## config.mk

```make
export PLATFORM = sky130hd
export DESIGN_NAME = uart_cmd_sender
export DESIGN_NICKNAME = d
export VERILOG_FILES = /design/src/rtl/uart_stream_checker_pkg.sv /design/src/rtl/uart_stream_checker_cmd_sender.sv
export SDC_FILE = /design/constraint.sdc
export NUM_CORES = 1
export LEC_CHECK = 0
export ABC_AREA = 1
export CORE_AREA = 2 2 39 41
export DETAILED_ROUTE_END_ITERATION = 6
export DIE_AREA = 0 0 41 43
export DONT_BUFFER_PORTS = 1
export GPL_ROUTABILITY_DRIVEN = 0
export GPL_TIMING_DRIVEN = 0
export PLACE_DENSITY = 0.39
export SETUP_SLACK_MARGIN = 0.3
export SLEW_MARGIN = 30
export SYNTH_ARGS = -nofsm -noshare
export SYNTH_HDL_FRONTEND = slang
export SYNTH_SLANG_ARGS = --single-unit
```

## constraint.sdc

```tcl
create_clock -name sys_clk -period 1.24 [get_ports sys_clk]
set_clock_uncertainty 0.2 [all_clocks]
set_input_delay 0.248 -clock sys_clk [delete_from_list [all_inputs] [get_ports sys_clk]]
set_output_delay 0.248 -clock sys_clk [all_outputs]
set_load 0.1 [all_outputs]
```

## src/rtl/uart_stream_checker_pkg.sv

```systemverilog
// uart_stream_pkg: shared constants, FSM state types and the expected-byte
// helper for uart_stream_checker and its command sender.
package uart_stream_pkg;

  localparam int         FRAME_LEN    = 32;
  localparam logic [7:0] NEWLINE      = 8'h0A;
  localparam logic [7:0] CMD_TOGGLE   = 8'h53;
  localparam logic [7:0] BASE_DEFAULT = 8'h41;

  typedef enum logic {
    HUNT,
    TRACK
  } chk_state_e;

  typedef enum logic [1:0] {
    C_IDLE,
    C_WAIT,
    C_LOAD,
    C_DRAIN
  } cmd_state_e;

  // Byte expected at frame position idx: BASE+idx for the body, newline last.
  function automatic logic [7:0] expected_byte(input logic [7:0] base,
                                               input logic [4:0] idx);
    if (idx == 5'(FRAME_LEN - 1)) return NEWLINE;
    return base + {3'b000, idx};
  endfunction

endpackage

```

## src/rtl/uart_stream_checker_cmd_sender.sv

```systemverilog
// uart_cmd_sender: issues one TX load of the 'S' toggle command per request,
// waiting for the transmitter to be ready and then for it to go busy again
// so a single request can never produce two sends.
module uart_cmd_sender
  import uart_stream_pkg::*;
(
  input  logic       sys_clk,
  input  logic       rst_n,
  input  logic       send_cmd,
  input  logic       load_ok,
  output logic       tx_load,
  output logic [7:0] tx_data,
  output logic       cmd_busy
);

  cmd_state_e state_q, state_d;
  logic       tx_load_q;
  logic       cmd_busy_q;

  // Next-state logic; requests arriving outside C_IDLE are dropped.
  always_comb begin
    state_d = state_q;
    case (state_q)
      C_IDLE:  if (send_cmd) state_d = C_WAIT;
      C_WAIT:  if (load_ok)  state_d = C_LOAD;
      C_LOAD:                state_d = C_DRAIN;
      C_DRAIN: if (!load_ok) state_d = C_IDLE;
      default:               state_d = C_IDLE;
    endcase
  end

  // State and registered outputs, decoded from the next state.
  always_ff @(posedge sys_clk) begin
    if (!rst_n) begin
      state_q    <= C_IDLE;
      tx_load_q  <= 1'b0;
      cmd_busy_q <= 1'b0;
    end else begin
      state_q    <= state_d;
      tx_load_q  <= (state_d == C_LOAD);
      cmd_busy_q <= (state_d != C_IDLE);
    end
  end

  assign tx_load  = tx_load_q;
  assign cmd_busy = cmd_busy_q;
  assign tx_data  = CMD_TOGGLE;

endmodule

```

Yosys cells after proc, flatten, opt, wreduce, memory -nomap -nowiden. Cells that the tools add are included.

Latch bits: 0. Logic and storage cells: 13. Register bits: 4. Memories: 0. ROM bits: 0. Memory bits (writable): 0.

Reductions and logical operators: 2. Multipliers: 0. Magnitude comparators: 0. Div/mod/pow operators: 0. Add/subtract/negate cells: 0. Bitwise gates (word level): 0. Equal/unequal tests: 4. Multiplexer cells: 4. Shifts and indexed selects: 0.

Operators with widths (count): 2-bit case mux with 4 select lines (1); 2-bit equality test (second input constant) (3); 2-bit 2-to-1 mux (3); 2-bit by 1-bit equality test with 1-bit output (second input constant) (1); 2-bit logical NOT (1); 2-bit nonzero test (1).

Longest topological paths before layout.
Depth after elaboration: 3. Mapped depth: 6. Depth with buffers taken out: 6.

Worst setup path after synthesis. No wires, ideal clock.

Kind: register -> output. From: reg cmd_busy_q (netlist: cmd_busy). To: out cmd_busy. Slack: -0.117 ns. Stages on the path, launching flop included: 1. Arrival time: 0.909 ns. Path through: dfxtp_1.

RTL lines: start, declared (RTL line uart_stream_checker_cmd_sender.sv:18) `logic cmd_busy_q;`; start signal, assigned (RTL line uart_stream_checker_cmd_sender.sv:41) `cmd_busy_q <= (state_d != C_IDLE);`; end, declared (RTL line uart_stream_checker_cmd_sender.sv:13) `output logic cmd_busy`.

No word-level cell between the ends.

Worst setup path in the final report.
From: reg cmd_busy_q (netlist: cmd_busy). To: out cmd_busy.

No word-level cell between the ends.

==> impl_metrics.csv <==
group,metric,value,unit
run_status,status,"finished, violations left",
run_status,violations,"hold timing",
place,io_buffers,0,
power,peakVddDrop,0.000431,V
synthesis,seq_area_frac_synth,0.374,
synthesis,syn_inst,28,
route,drtIter0Drc,0,
clocking,clk_latency,230,ps
sta,tns,0,ps
critical_path,critical_path_class,"register to output port",
floorplan,die_w,41,µm
final_layout,layout_common_cells,"buf_4 (8), conb_1 (8)",
min_path,hp-start,"rst_n",
global_route,grt_max_degree,5,
place,placed_cells_incl_taps,50,
floorplan,fp.dieArea,1760,µm²
sta,whs,-75.0,ps
critical_path,r2r_cells,2,
sta,fmax,826,MHz
route,drc_errors,0,
critical_path,startpoint_type,"register",
global_route,grt_remaining_overflow,0,
floorplan,die_h,43,µm
synthesis,syn_area_per_cell,7.64,µm²
final_layout,layout-drive-gt1-share,0.553,
global_route,track_usage,0.0492,
route,vias,154,
final_layout,instances_no_fill,54,
synthesis,ys_ff_latch,4,
global_route,grt_pass1_vias,123,
final_layout,num_antenna_cells,0,
sta,slew_violations,0,
power,leakage,0.164,nW
floorplan,initial_core_util,0.155,
route,routed_wl,318,µm
global_route,grt_first_pass_wirelength,469,µm
route,vias_per_cell,2.85,
sta,hold_viol,3,
min_path,holdPathStages,2,
sta,setup_viol,0,
clocking,path_clk_slew,40,ps
power,p_per_area,1830,nW/µm²
synthesis,yosys_warnings,0,
critical_path,end_kind,"output port",
synthesis,synthDistinctLibCells,10,
place,hpwl,265,µm
min_path,hold_class,"input pin to register",
floorplan,coreArea,1380,µm²
route,antenna_left,0,
clocking,htree_levels,1,
clocking,cts_post_setup_buffers_inserted,0,
floorplan,io_pins,14,
critical_path,reg2reg_slack,250,ps
critical_path,crit_path_max_fanout,1,
sta,layout_min_cycle_time,1210,ps
clocking,numCtsBuffers,3,
min_path,whs_endpoint,"cmd_busy$_SDFF_PN0_",
critical_path,r2r_end,"cmd_busy$_SDFF_PN0_",
global_route,antenna_found_initial,0,
sta,fin_crit_sh,0.976,
sta,rsz0062_at_grt,"yes",
synthesis,syn-cell-area,214,µm²
final_layout,synthToLayoutAreaGrowth,40.4,%
critical_path,worstPathArrival,760,ps
final_layout,layout.nets,43,
critical_path,required,790,ps
critical_path,reg2reg_from,"state_q[0]$_SDFF_PN0_",
route,wl_per_cell,5.89,µm
flow_run,cap_violations,0,
clocking,root_buffer,"clkbuf_4",
clocking,cts_tree,"done",
clocking,cts_buffer_depth,2,
clocking,cts_sinks,4,
route,first_pass_iters,1,
floorplan,num_rows,14,
-- report_power, final --
part           total (W)  switching, W  internal, W  leakage [nW]
logic           0.000157      0.000126    0.0000304         0.114
registers       0.000216     0.0000678     0.000148        0.0353
clock network   0.000176     0.0000551     0.000121        0.0150
total           0.000548      0.000249     0.000299         0.164
-- state kept, by name, summed over array words and instances (netlist names) --
signal,cells
state_q,2
cmd_busy,1
tx_load,1
-- through the flow --
stage                     setup WS (ps)  utilization  power, W  hold WS, ps  cell area [µm²]
after floorplan                     288            -  0.000364          150              245
after global placement              223        0.192  0.000370          159              265
after detailed placement            232        0.192  0.000370          170              265
after CTS                          15.0        0.212  0.000557        -86.9              293
after global routing               2.64        0.217  0.000586        -72.4              300
final                              29.7        0.217  0.000548        -75.0              300
-- synthesized netlist by cell type --
| cell type | number | area share |
|---|---|---|
| buf_4 | 8 | 0.28 |
| inv_1 | 5 | 0.088 |
| dfxtp_1 | 4 | 0.37 |
| nand2_1 | 4 | 0.070 |
| conb_1 | 2 | 0.035 |
| nand2_2 | 1 | 0.029 |
| nand3_1 | 1 | 0.023 |
| nand3_2 | 1 | 0.047 |
| nor2_1 | 1 | 0.018 |
| o211ai_1 | 1 | 0.035 |
-- logic make-up after synthesis --
kind of cell | after synthesis | share of synthesized area
flip-flops | 4 | 0.374
buffers and inverters | 13 | 0.368
AO/OA/AOI/OAI | 1 | 0.0351
AND/OR/NAND/NOR | 8 | 0.187
other | 2 | 0.0351
-- routing by layer --
layer,routed length (µm),vias up,track usage
met2,170,9,0.0594
met3,67,0,0.0471
met4,0,0,0.0600
met5,0,-,0
li1,-,86,-
met1,81,59,0.0386
-- area by class of cell --
| cell class | instances | area, µm² |
|---|---|---|
| multi-input cells | 17 | 82.6 |
| inverters | 5 | 18.8 |
| fillers | 166 | 1080 |
| plain buffers | 8 | 60.1 |
| flip-flops and latches | 4 | 92.6 |
| well taps | 16 | 20.0 |
| clock buffers | 4 | 26.3 |
-- worst max-delay path by stage --
| stage | start | end | slack [ps] | depth (start not counted) |
|---|---|---|---|---|
| 2_1_floorplan | cmd_busy$_SDFF_PN0_ | cmd_busy | 290 | 0 |
| 4_1_cts | cmd_busy$_SDFF_PN0_ | cmd_busy | 20 | 0 |
| 3_3_place_gp | state_q[0]$_SDFF_PN0_ | cmd_busy$_SDFF_PN0_ | 220 | 2 |
| 6_report | cmd_busy$_SDFF_PN0_ | cmd_busy | 30 | 0 |
| 5_1_grt | cmd_busy$_SDFF_PN0_ | cmd_busy | 3 | 0 |
| 3_5_place_dp | state_q[0]$_SDFF_PN0_ | cmd_busy$_SDFF_PN0_ | 230 | 2 |
-- what timing repair did --
action	CTS	global route
endpoints found under the setup margin	6	6
resized for setup	1	5
pin swaps	2	4
hold endpoints to repair	2	3
Note: power is estimated with default switching activity, not from simulation.
